===== src/rtl/data_mem_pkg.sv =====
// Shared types and defaults for the data-memory responder.
// Holds FSM state encoding, access-type encoding and default sizes.
package data_mem_pkg;

  localparam int DEF_DEPTH_BYTES = 128;
  localparam int DEF_WAIT_CYCLES = 1;

  typedef enum logic [1:0] {
    ST_IDLE,
    ST_WAIT,
    ST_RESP,
    ST_DONE
  } state_t;

  typedef enum logic [1:0] {
    ACC_READ,
    ACC_WRITE,
    ACC_BAD
  } acc_t;

endpackage


===== src/rtl/data_mem_if.sv =====
// Core <-> data-memory bus: active-low strobes, address, store data
// (master drives) and load data, ready pulse, error flag (slave drives).
interface data_mem_if;

  logic        nRD;
  logic        nWR;
  logic [31:0] address;
  logic [31:0] writeData;
  logic [31:0] Dataout;
  logic        ready;
  logic        err;

  modport master (
    output nRD, nWR, address, writeData,
    input  Dataout, ready, err
  );

  modport slave (
    input  nRD, nWR, address, writeData,
    output Dataout, ready, err
  );

endinterface


===== src/rtl/dmem_byte_array.sv =====
// Byte storage with one big-endian 32-bit word port.
// Ports: clk, we (sync write), word (word index), wdata, rdata (comb).
module dmem_byte_array #(
  parameter int DEPTH_BYTES = 128,
  localparam int AW = $clog2(DEPTH_BYTES),
  localparam int WW = AW - 2
) (
  input  logic          clk,
  input  logic          we,
  input  logic [WW-1:0] word,
  input  logic [31:0]   wdata,
  output logic [31:0]   rdata
);

  logic [7:0] mem [DEPTH_BYTES];

  always_ff @(posedge clk) begin
    if (we) begin
      mem[{word, 2'd0}] <= wdata[31:24];
      mem[{word, 2'd1}] <= wdata[23:16];
      mem[{word, 2'd2}] <= wdata[15:8];
      mem[{word, 2'd3}] <= wdata[7:0];
    end
  end

  assign rdata = {
    mem[{word, 2'd0}],
    mem[{word, 2'd1}],
    mem[{word, 2'd2}],
    mem[{word, 2'd3}]
  };

endmodule


===== src/rtl/data_mem_responder.sv =====
// Data-memory responder: accepts strobed accesses, waits WAIT_CYCLES,
// then pulses ready. Ports: clk, RST (async low), bus (slave).
// Option: DATA_MEM_ALIGN_CHECK_EN flags misaligned accesses as errors.
module data_mem_responder
  import data_mem_pkg::*;
#(
  parameter int DEPTH_BYTES = DEF_DEPTH_BYTES,
  parameter int WAIT_CYCLES = DEF_WAIT_CYCLES
) (
  input logic       clk,
  input logic       RST,
  data_mem_if.slave bus
);

  localparam int AW = $clog2(DEPTH_BYTES);
  localparam int LD = (WAIT_CYCLES > 0) ? WAIT_CYCLES - 1 : 0;
  localparam logic [3:0] CNT_LOAD = 4'(LD);

  state_t        state_q, state_d;
  acc_t          acc_q, acc_in, acc_cur;
  logic [3:0]    cnt_q, cnt_d;
  logic [AW-1:2] addr_q, addr_cur;
  logic [31:0]   wdata_q, wdata_cur;
  logic [31:0]   rdata, dout_q;
  logic          ready_q, err_q;
  logic          req, idle, resp_go, we;
  logic          unused_addr;

  assign unused_addr = ^{bus.address[31:AW], bus.address[1:0]};

  assign req  = !bus.nRD || !bus.nWR;
  assign idle = (state_q == ST_IDLE);

  always_comb begin
    acc_in = ACC_READ;
    unique case (1'b1)
      (!bus.nRD && !bus.nWR): acc_in = ACC_BAD;
      (bus.nRD && !bus.nWR):  acc_in = ACC_WRITE;
      default:                acc_in = ACC_READ;
    endcase
`ifdef DATA_MEM_ALIGN_CHECK_EN
    if (bus.address[1:0] != 2'b00) acc_in = ACC_BAD;
`endif
  end

  // With zero wait cycles the response happens on the accept edge,
  // before anything is latched, so use the live bus in IDLE.
  assign acc_cur   = idle ? acc_in : acc_q;
  assign addr_cur  = idle ? bus.address[AW-1:2] : addr_q;
  assign wdata_cur = idle ? bus.writeData : wdata_q;

  always_comb begin
    state_d = state_q;
    cnt_d   = cnt_q;
    resp_go = 1'b0;
    unique case (state_q)
      ST_IDLE: begin
        if (req) begin
          if (WAIT_CYCLES == 0) begin
            state_d = ST_RESP;
            resp_go = 1'b1;
          end else begin
            state_d = ST_WAIT;
            cnt_d   = CNT_LOAD;
          end
        end
      end
      ST_WAIT: begin
        if (cnt_q == 4'd0) begin
          state_d = ST_RESP;
          resp_go = 1'b1;
        end else begin
          cnt_d = cnt_q - 4'd1;
        end
      end
      ST_RESP: state_d = ST_DONE;
      ST_DONE: begin
        if (bus.nRD && bus.nWR) state_d = ST_IDLE;
      end
      default: state_d = ST_IDLE;
    endcase
  end

  assign we = resp_go && (acc_cur == ACC_WRITE);

  always_ff @(posedge clk or negedge RST) begin
    if (!RST) begin
      state_q <= ST_IDLE;
      cnt_q   <= 4'd0;
      acc_q   <= ACC_READ;
      addr_q  <= '0;
      wdata_q <= '0;
      dout_q  <= '0;
      ready_q <= 1'b0;
      err_q   <= 1'b0;
    end else begin
      state_q <= state_d;
      cnt_q   <= cnt_d;
      ready_q <= resp_go;
      err_q   <= resp_go && (acc_cur == ACC_BAD);
      if (idle && req) begin
        acc_q   <= acc_in;
        addr_q  <= bus.address[AW-1:2];
        wdata_q <= bus.writeData;
      end
      if (resp_go && acc_cur != ACC_WRITE) begin
        dout_q <= (acc_cur == ACC_READ) ? rdata : '0;
      end
    end
  end

  dmem_byte_array #(
    .DEPTH_BYTES(DEPTH_BYTES)
  ) u_arr (
    .clk  (clk),
    .we   (we),
    .word (addr_cur),
    .wdata(wdata_cur),
    .rdata(rdata)
  );

  assign bus.Dataout = dout_q;
  assign bus.ready   = ready_q;
  assign bus.err     = err_q;

endmodule


===== src/flat_wrapper.sv =====
// flat-port wrapper written by rule: the top's interface ports become plain ports
module data_mem_responder_flat import data_mem_pkg::*;
#(
  parameter int DEPTH_BYTES = DEF_DEPTH_BYTES,
  parameter int WAIT_CYCLES = DEF_WAIT_CYCLES
)
  (clk, RST, bus_nRD, bus_nWR, bus_address, bus_writeData, bus_Dataout, bus_ready, bus_err);
  data_mem_if bus_i ();
  input logic clk;
  input logic RST;
  input wire logic [$bits(bus_i.nRD)-1:0] bus_nRD;
  input wire logic [$bits(bus_i.nWR)-1:0] bus_nWR;
  input wire logic [$bits(bus_i.address)-1:0] bus_address;
  input wire logic [$bits(bus_i.writeData)-1:0] bus_writeData;
  output wire logic [$bits(bus_i.Dataout)-1:0] bus_Dataout;
  output wire logic [$bits(bus_i.ready)-1:0] bus_ready;
  output wire logic [$bits(bus_i.err)-1:0] bus_err;
  assign bus_i.nRD = bus_nRD;
  assign bus_i.nWR = bus_nWR;
  assign bus_i.address = bus_address;
  assign bus_i.writeData = bus_writeData;
  assign bus_Dataout = bus_i.Dataout;
  assign bus_ready = bus_i.ready;
  assign bus_err = bus_i.err;
  data_mem_responder #(.DEPTH_BYTES(DEPTH_BYTES), .WAIT_CYCLES(WAIT_CYCLES)) u_core (.clk(clk), .RST(RST), .bus(bus_i));
endmodule

===== config.mk =====
export PLATFORM = sky130hd
export DESIGN_NAME = data_mem_responder_flat
export DESIGN_NICKNAME = d
export VERILOG_FILES = /design/src/rtl/data_mem_pkg.sv /design/src/rtl/data_mem_if.sv /design/src/rtl/dmem_byte_array.sv /design/src/rtl/data_mem_responder.sv /design/src/flat_wrapper.sv
export SDC_FILE = /design/constraint.sdc
export NUM_CORES = 1
export LEC_CHECK = 0
export CORE_AREA = 2 2 377 379
export DETAILED_ROUTE_END_ITERATION = 10
export DIE_AREA = 0 0 379 381
export GPL_ROUTABILITY_DRIVEN = 0
export PLACE_DENSITY_LB_ADDON = 0.12
export SLEW_MARGIN = 20
export SYNTH_ARGS = -nofsm -noshare
export SYNTH_HDL_FRONTEND = slang
export SYNTH_SLANG_ARGS = --single-unit
export TNS_END_PERCENT = 50

===== constraint.sdc =====
create_clock -name clk -period 5.67 [get_ports clk]
set_clock_uncertainty 0.2 [all_clocks]
set_input_delay 1.134 -clock clk [delete_from_list [all_inputs] [get_ports clk]]
set_output_delay 1.134 -clock clk [all_outputs]
set_load 0.02 [all_outputs]

==> results_dict.tcl, run 1 <==
set metrics [dict create \
    cts-hold-fix-buffers 0 \
    overflow 0 \
    ant_nets 0 \
    cts_root_buffer "clkbuf_16" \
    post_cts_buffers 0 \
    synth_edf_count 1024 \
    yosys_warnings 0 \
    post_cts_resized 0 \
    yosysSeqAreaShare 0.781 \
    first_pass_iters 6 \
    hold_viol 0 \
    first_iter_violations 2296 \
    synthCells 2563 \
    drive_gt1_frac 0.166 \
    setup_ws_ps 1350 \
    maxSlewHeadroom 0.234 \
    worstRegToRegCells 7 \
    cts-htree-levels 3 \
    critPathLaunchType "register" \
    clockBufferDepth 3 \
    die_w_um 379 \
    viasPerCell 5.18 \
    synth_cell_types 62 \
    antenna_found_initial 4 \
    crit_type "reg -> reg" \
    min_period_ps 4320 \
    p_sw_frac 0.356 \
    antenna_cells 0 \
    p_seq_frac 0.399 \
    regArea_um2 32700 \
    track_usage 0.191 \
    wl_um 139000 \
    drc_errors 0 \
    clk_pin_slew_ps 60 \
    slew_viol_final 0 \
    grt_pass1_wl_um 194000 \
    max_slew.worst_pin.slew_ps 1150 \
    cts-buffers-inserted 120 \
    dp_hpwl_um 79900 \
    hp-class "reg -> reg" \
    area_growth_pct 18.3 \
    die_area_um2 144000 \
    p_sw_mw 9.76 \
    final_cell_mix "edfxtp_1 (1024), o22ai_1 (318), nand2_1 (294), o21ai_0 (129), clkbuf_16 (122)" \
    hold_depth 1 \
    finalSetupTns_ps 0 \
    multi_input_area_um2 8630 \
    syn-num-nets 2636 \
    endpoint_kind "register" \
    start_util 0.298 \
    cp-startpoint "u_core.state_q[1]$_DFFE_PN0P_" \
    drv_cap 0 \
    fmax_mhz 232 \
    portBuffers 74 \
    via_count 24400 \
    avgSynthCellArea_um2 16.3 \
    ys_ff_latch 1103 \
    rows 138 \
    core_um2 141000 \
    hold_path_startpoint "u_core.wdata_q[26]$_DFFE_PN0P_" \
    post-place-ws_ps 1120 \
    synthArstFlopShare 0.0716 \
    pin_count 102 \
    clkPwrFrac 0.278 \
    final_common_cell "edfxtp_1" \
    cts_tree "done" \
    irDropWorstVdd_uv 317 \
    synth_ff_type "edfxtp_1" \
    leakage_nw 15.8 \
    p_int_mw 17.7 \
    grt_max_degree 93 \
    rsz0062_at_grt "no" \
    grt_pass1_vias 24800 \
    layout.nets 2784 \
    syn_area_um2 41900 \
    crit_path_max_fanout 55 \
    die_y_um 381 \
    cp.arrival_ps 4460 \
    period_share 0.761 \
    numClockSinks 1103 \
    n_fill_cell 13400 \
    required_ps 5820 \
    reg2reg_from "u_core.state_q[1]$_DFFE_PN0P_" \
    setup_viol 0 \
    status "complete, no violations" \
    powerDensity_nw_per_um2 553 \
    comb_power_share 0.323 \
    clk_latency_ps 710 \
    wl_per_cell_um 29.7 \
]
==> power by group through the flow <==
stage                     clock network [mW]  logic, mW  registers, mW
after floorplan                            0       5.19           11.1
after global placement                     0       8.80           11.1
after detailed placement                   0       8.97           11.1
after CTS                               7.81       8.99           10.9
after global routing                    8.14       9.53           11.0
final                                   7.63       8.85           10.9
==> through the flow <==
stage           util  std cells  hold WS, ps  cell area, µm²  power [mW]
2_1_floorplan      -       2563          277           41900        16.3
3_3_place_gp   0.325       4479          285           45700        19.9
3_5_place_dp   0.325       4479          293           45700        20.1
4_1_cts        0.352       4703          306           49500        27.7
5_1_grt        0.352       4703          315           49500        28.6
6_report       0.352       4703          303           49500        27.4
==> state kept, by name, summed over array words and instances (netlist names) <==
register,count
u_core.state_q,2
u_core.bus.err,1
u_core.bus.Dataout,32
u_core.cnt_q,4
u_core.bus.ready,1
u_core.acc_q,2
u_core.wdata_q,32
u_core.addr_q,5
u_core.u_arr.mem,1024
==> kinds of logic after synthesis <==
group | share of synthesized area
buffers and inverters | 0.0218
AND/OR/NAND/NOR | 0.0550
adder cells (fa/ha/maj) | 0.00149
AO/OA/AOI/OAI | 0.0995
multiplexers | 0.0409
flip-flops | 0.781
==> path summary, 6_finish.rpt <==
kind / end / slack [ps]
max: u_core.u_arr.mem[24][16]$_DFFE_PP_ / 1350
min: u_core.wdata_q[26]$_DFFE_PN0P_ / 300
max reg2reg: u_core.u_arr.mem[24][16]$_DFFE_PP_ / 1350
min reg2reg: u_core.wdata_q[26]$_DFFE_PN0P_ / 300
max in group asynchronous: u_core.wdata_q[21]$_DFFE_PN0P_ / 3670
min in group asynchronous: u_core.wdata_q[13]$_DFFE_PN0P_ / 370
==> cells in the mapped netlist, types with 3 or more instances <==
cell / instances / share of area
a21bo_2: 9 / 0.0022
a21o_1: 11 / 0.0020
a21oi_1: 19 / 0.0023
a221oi_1: 6 / 0.0013
a22o_1: 3 / 0.00063
a22oi_1: 7 / 0.0013
a31oi_1: 20 / 0.0030
a32oi_1: 8 / 0.0017
and2_1: 5 / 0.00075
and3_1: 23 / 0.0034
buf_1: 8 / 0.00072
buf_2: 95 / 0.011
buf_4: 17 / 0.0030
buf_6: 13 / 0.0035
clkbuf_1: 24 / 0.0022
dfrtp_1: 79 / 0.047
edfxtp_1: 1024 / 0.73
ha_1: 5 / 0.0015
inv_1: 11 / 0.00099
mux2_2: 71 / 0.019
mux2i_1: 23 / 0.0055
mux4_2: 29 / 0.016
nand2_1: 295 / 0.026
nand2b_1: 5 / 0.00075
nand3_1: 63 / 0.0075
nand4_1: 38 / 0.0057
nor2_1: 59 / 0.0053
nor2_2: 3 / 0.00045
nor2b_1: 10 / 0.0015
nor3_1: 3 / 0.00036
o2111a_1: 3 / 0.00081
o2111ai_1: 25 / 0.0052
o211ai_1: 5 / 0.00090
o21ai_0: 129 / 0.015
o21ai_1: 38 / 0.0045
o21bai_1: 4 / 0.00072
o221ai_1: 3 / 0.00063
o22ai_1: 322 / 0.048
o31ai_1: 7 / 0.0013
o41ai_2: 14 / 0.0054
==> worst max-delay path: stages (launching register included) <==
cell and delay [ps]:
dfrtp_1 410, inv_1 140, ha_4 710, buf_4 430
nand2b_1 270, o22a_1 600, nor2_4 710, buf_4 430
==> metal layers <==
layer,global-route usage,share of wire,wire length [µm]
met2,0.315,0.48,67300
met5,0,0,0
met3,0.0305,0.052,7260
met1,0.258,0.44,60800
met4,0.0594,0.030,4150
==> layout make-up <==
class | count | share of cell area
clock buffer | 160 | 0.0667
sequential | 1103 | 0.661
multi-input combinational | 1291 | 0.174
tap | 1890 | 0.0477
clock inverter | 64 | 0.0110
inverter | 12 | 0.000909
timing repair buffer | 183 | 0.0387
Note: power is estimated with default switching activity, not from simulation.
==> run 2, diff against run 1 <==
- clock period: 5.67 -> 3.47 ns (I/O delays scaled with it)
==> run 2 against run 1 <==
Wire length grew 2.1%. Fmax grew 28%. Cell count increased by 2.9%. First-iteration DRC count rose by 6.2%. Die area unchanged. Sequential share of layout area is 2.6 points lower. Combinational power is 82% higher. Non-clock buffer count grew 136.
==> results_dict.tcl, run 2 (synthesis gave the netlist of run 1 again) <==
set metrics [dict create \
    numClockSinks 1103 \
    drv_cap 0 \
    clk_pin_slew_ps 60 \
    first_iter_violations 2439 \
    wl_um 142000 \
    crit_type "reg -> reg" \
    clockBufferDepth 3 \
    placed_area_um2 47800 \
    rows 138 \
    start_util 0.298 \
    regMostFlops "u_core.u_arr.mem" \
    irDropWorstVdd_uv 596 \
    die_y_um 381 \
    status "complete, no violations" \
    cts-htree-levels 3 \
    cts_tree "done" \
    utilization 0.367 \
    p_total_mw 46.1 \
    cp-startpoint "u_core.state_q[1]$_DFFE_PN0P_" \
    period_share 0.969 \
    fmax_mhz 297 \
    drive_gt1_frac 0.203 \
    pin_count 102 \
    powerDensity_nw_per_um2 894 \
    antenna_found_initial 4 \
    grt_pass1_wl_um 196000 \
    hold_path_startpoint "u_core.wdata_q[15]$_DFFE_PN0P_" \
    crit_chain "inv_1 -> ha_4 -> buf_4 -> buf_4 -> nand2b_1 -> o22ai_4 -> buf_12 -> o21ai_0 -> o2111ai_1 -> o31ai_1" \
    die_area_um2 144000 \
    endpoint_kind "register" \
    slew_viol_final 0 \
    clk_latency_ps 750 \
    maxSlewHeadroom 0.414 \
    die_w_um 379 \
    core_um2 141000 \
    min_period_ps 3360 \
    setup_viol 0 \
    ant_nets 0 \
    hp-class "reg -> reg" \
    drc_errors 0 \
    crit_path_max_fanout 29 \
    area_growth_pct 23.1 \
    via_count 25000 \
    layout.nets 2919 \
    design_area_um2 51600 \
    cts_root_buffer "clkbuf_16" \
    cp.buffers_inverters 4 \
    leakage_nw 16.7 \
    max_slew.worst_pin.slew_ps 879 \
    hold_viol 0 \
    path_delay_family "compound AO/OA/AOI/OAI gates" \
    hold_slack_ps 301 \
    crit_path_frequent_cell "buf_4" \
    crit_path_max_incr_delay_ps 710 \
    viasPerCell 5.18 \
    reg2reg_from "u_core.state_q[1]$_DFFE_PN0P_" \
    cts-buffers-inserted 119 \
    dp_hpwl_um 85600 \
    wl_per_cell_um 29.4 \
    critPathLaunchType "register" \
    cp.arrival_ps 3770 \
    overflow 0 \
    crit_slowest_cell "o22ai_4" \
    final_cell_mix "edfxtp_1 (1024), o22ai_1 (318), nand2_1 (294), buf_4 (129), o21ai_0 (128)" \
    required_ps 3870 \
    portBuffers 74 \
    grt_pass1_vias 25200 \
    final_common_cell "edfxtp_1" \
    track_usage 0.195 \
    grt_max_degree 48 \
    antenna_cells 0 \
    largest_reg_flops 1024 \
    first_pass_iters 5 \
]
-- run 2: cell types whose count changed in the layout (fill, tap and decap cells not counted), sizes merged --
cell         delta
clkinv          -2
buf           +135
clkinvlp        +1
clkbuf          +5
dlygate4sd3     +1
bufinv          -4
-- run 2: area by class of cell --
class                      instances  area, µm²
fill                           13200      89000
sequential                      1103      32700
multi-input combinational       1291       8640
timing repair buffer             319       4030
clock buffer                     165       3310
tap                             1890       2360
clock inverter                    59        438
inverter                          12       45.0
-- run 2: per-stage QoR --
step / setup TNS (ps) / worst slack (ps) / std cells
finish: 0 / 107 / 4839
CTS: 0 / 8.76 / 4839
global placement: -1170 / -323 / 4612
global route: -5.28 / -5.28 / 4839
detailed placement: -2060 / -313 / 4612
floorplan: -292960 / -430 / 2563
-- run 2: report_power, final --
| group | leakage [nW] | internal (mW) | switching (mW) | total [mW] |
|---|---|---|---|---|
| registers | 10.2 | 17.5 | 0.372 | 17.9 |
| logic | 4.71 | 5.42 | 10.6 | 16.1 |
| clock network | 1.84 | 6.94 | 5.22 | 12.2 |
| total | 16.7 | 29.9 | 16.2 | 46.1 |
-- run 2: repair_timing --
item,in CTS,in global routing
setup buffers,2,0
setup endpoints to repair,3,5
resized for setup,1,1
pin swaps,1,1
endpoints found under the hold margin,26,0
hold buffers,1,0
-- run 2: final timing paths --
kind,slack (ps),end,cells after the start
max in group asynchronous,1870,u_core.wdata_q[22]$_DFFE_PN0P_,3
min in group asynchronous,410,u_core.bus.Dataout[0]$_DFFE_PN0P_,2
hold / removal,300,u_core.wdata_q[15]$_DFFE_PN0P_,1
setup reg to reg,110,u_core.bus.Dataout[14]$_DFFE_PN0P_,10
hold reg to reg,300,u_core.wdata_q[15]$_DFFE_PN0P_,1
setup / recovery,110,u_core.bus.Dataout[14]$_DFFE_PN0P_,10
-- run 2: routing by layer --
layer	global-route usage	vias up	wire length (µm)
met1	0.266	13200	61800
met2	0.318	850	68200
li1	-	10800	-
met4	0.0589	0	3600
met5	0	-	0
met3	0.0346	178	8920
-- run 2: worst reg2reg max path, cell delays in order, from the launching register on --
cell	delay, ps
dfrtp_1	400
inv_1	140
ha_4	440
buf_4	280
buf_4	160
nand2b_1	190
o22ai_4	710
buf_12	240
o21ai_0	140
o2111ai_1	220
o31ai_1	140
==> run 3, diff against run 2 <==
- clock period: 3.47 -> 4.06 ns (I/O delays scaled with it)
==> run 3 against run 2 <==
First-iteration DRC count shrank 3.2%. Critical endpoint is now u_core.bus.Dataout[30]$_DFFE_PN0P_. Hold slack improved by 0.56 ps. Sequential power fell by 15%. Critical path depth decreased by 1. Highest routed layer unchanged. Sequential share of layout area is 1.1 points higher. Combinational power decreased by 19%.
==> results_dict.tcl, run 3 (synthesis gave the netlist of run 1 again) <==
set metrics [dict create \
    core_um2 141000 \
    rows 138 \
    hold_viol 0 \
    wl_um 140000 \
    crit_path_max_fanout 38 \
    p_total_mw 39.2 \
    overflow 0 \
    max_slew.worst_pin.slew_ps 919 \
    grt_pass1_wl_um 194000 \
    critPathLaunchType "register" \
    design_area_um2 50700 \
    slew_viol_final 0 \
    cp.arrival_ps 3940 \
    setup_ws_ps 484 \
    portBuffers 74 \
    start_util 0.298 \
    cts_root_buffer "clkbuf_16" \
    first_iter_violations 2360 \
    p_sw_frac 0.351 \
    post_cts_buffers 0 \
    die_w_um 379 \
    cts_tree "done" \
    fmax_mhz 280 \
    ant_nets 0 \
    p_int_mw 25.5 \
    period_share 0.881 \
    post-place-ws_ps 274 \
    clockBufferDepth 3 \
    maxSlewHeadroom 0.387 \
    first_pass_iters 5 \
    area_growth_pct 20.9 \
    placed_area_um2 46700 \
    dp_hpwl_um 81000 \
    drive_gt1_frac 0.190 \
    comb_power_share 0.333 \
    leakage_nw 16.4 \
    final_common_cell "edfxtp_1" \
    finalSetupTns_ps 0 \
    cts-htree-levels 3 \
    setup_viol 0 \
    hold_slack_ps 302 \
    pin_count 102 \
    grt_max_degree 55 \
    antenna_found_initial 3 \
    min_period_ps 3580 \
    powerDensity_nw_per_um2 774 \
    hp-class "reg -> reg" \
    layout.nets 2854 \
    final_cell_mix "edfxtp_1 (1024), o22ai_1 (318), nand2_1 (294), o21ai_0 (129), clkbuf_16 (120)" \
    via_count 24900 \
    largest_reg_flops 1024 \
    crit_type "reg -> reg" \
    drv_cap 0 \
    viasPerCell 5.20 \
    clkPwrFrac 0.277 \
    irDropWorstVdd_uv 480 \
    track_usage 0.192 \
    numClockSinks 1103 \
    drc_errors 0 \
    cts-buffers-inserted 119 \
    p_sw_mw 13.8 \
    die_y_um 381 \
    regMostFlops "u_core.u_arr.mem" \
    wl_per_cell_um 29.4 \
    clk_pin_slew_ps 60 \
    clk_latency_ps 700 \
    endpoint_kind "register" \
    required_ps 4430 \
    die_area_um2 144000 \
    p_seq_frac 0.390 \
    rsz0062_at_grt "no" \
    status "complete, no violations" \
    grt_pass1_vias 24800 \
]
run 3: what timing repair did:
item,4_1_cts,5_1_grt
hold buffers,1,0
endpoints found under the hold margin,4,0
gates resized for setup,0,0
run 3: path summary, 6_finish.rpt:
check | start | endpoint | slack, ps | depth (start not counted)
max in group asynchronous | RST | u_core.wdata_q[19]$_DFFE_PN0P_ | 2280 | 3
setup / recovery | u_core.state_q[0]$_DFFE_PN0P_ | u_core.bus.Dataout[30]$_DFFE_PN0P_ | 480 | 9
min in group asynchronous | RST | u_core.wdata_q[4]$_DFFE_PN0P_ | 540 | 2
hold reg to reg | u_core.wdata_q[4]$_DFFE_PN0P_ | u_core.wdata_q[4]$_DFFE_PN0P_ | 300 | 1
hold / removal | u_core.wdata_q[4]$_DFFE_PN0P_ | u_core.wdata_q[4]$_DFFE_PN0P_ | 300 | 1
setup reg to reg | u_core.state_q[0]$_DFFE_PN0P_ | u_core.bus.Dataout[30]$_DFFE_PN0P_ | 480 | 9
run 3: metal layers:
| layer | share of wire | global-route usage |
|---|---|---|
| met5 | 0 | 0 |
| met4 | 0.017 | 0.0415 |
| met3 | 0.048 | 0.0234 |
| met2 | 0.49 | 0.320 |
| met1 | 0.45 | 0.269 |
run 3: critical path, cell delays in order, from the launching register on:
cell and delay [ps]:
dfrtp_1 410, inv_1 140, ha_4 500, mux2i_4 410, buf_12 220, mux4_2 520
a22o_1 280, nor4_1 470, buf_4 190, o21ai_1 50
run 3: power by group through the flow:
stage	sequential, mW	combinational, mW	clock, mW
after floorplan	15.5	7.25	0
after global placement	15.5	13.0	0
after detailed placement	15.5	13.2	0
after CTS	15.3	13.2	11.1
after global routing	15.3	14.0	11.5
final	15.3	13.1	10.9
run 3: layout make-up:
type	count	area [µm²]
fill	13200	89900
sequential	1103	32700
multi-input combinational	1291	8630
clock buffer	154	3270
timing repair buffer	254	2930
tap	1890	2360
clock inverter	70	682
inverter	12	45.0
antenna	3	7.51
run 3: metrics by stage:
stage / cells / utilization
2_1_floorplan: 2563 / -
3_3_place_gp: 4549 / 0.332
6_report: 4777 / 0.360
3_5_place_dp: 4549 / 0.332
5_1_grt: 4774 / 0.360
4_1_cts: 4774 / 0.360
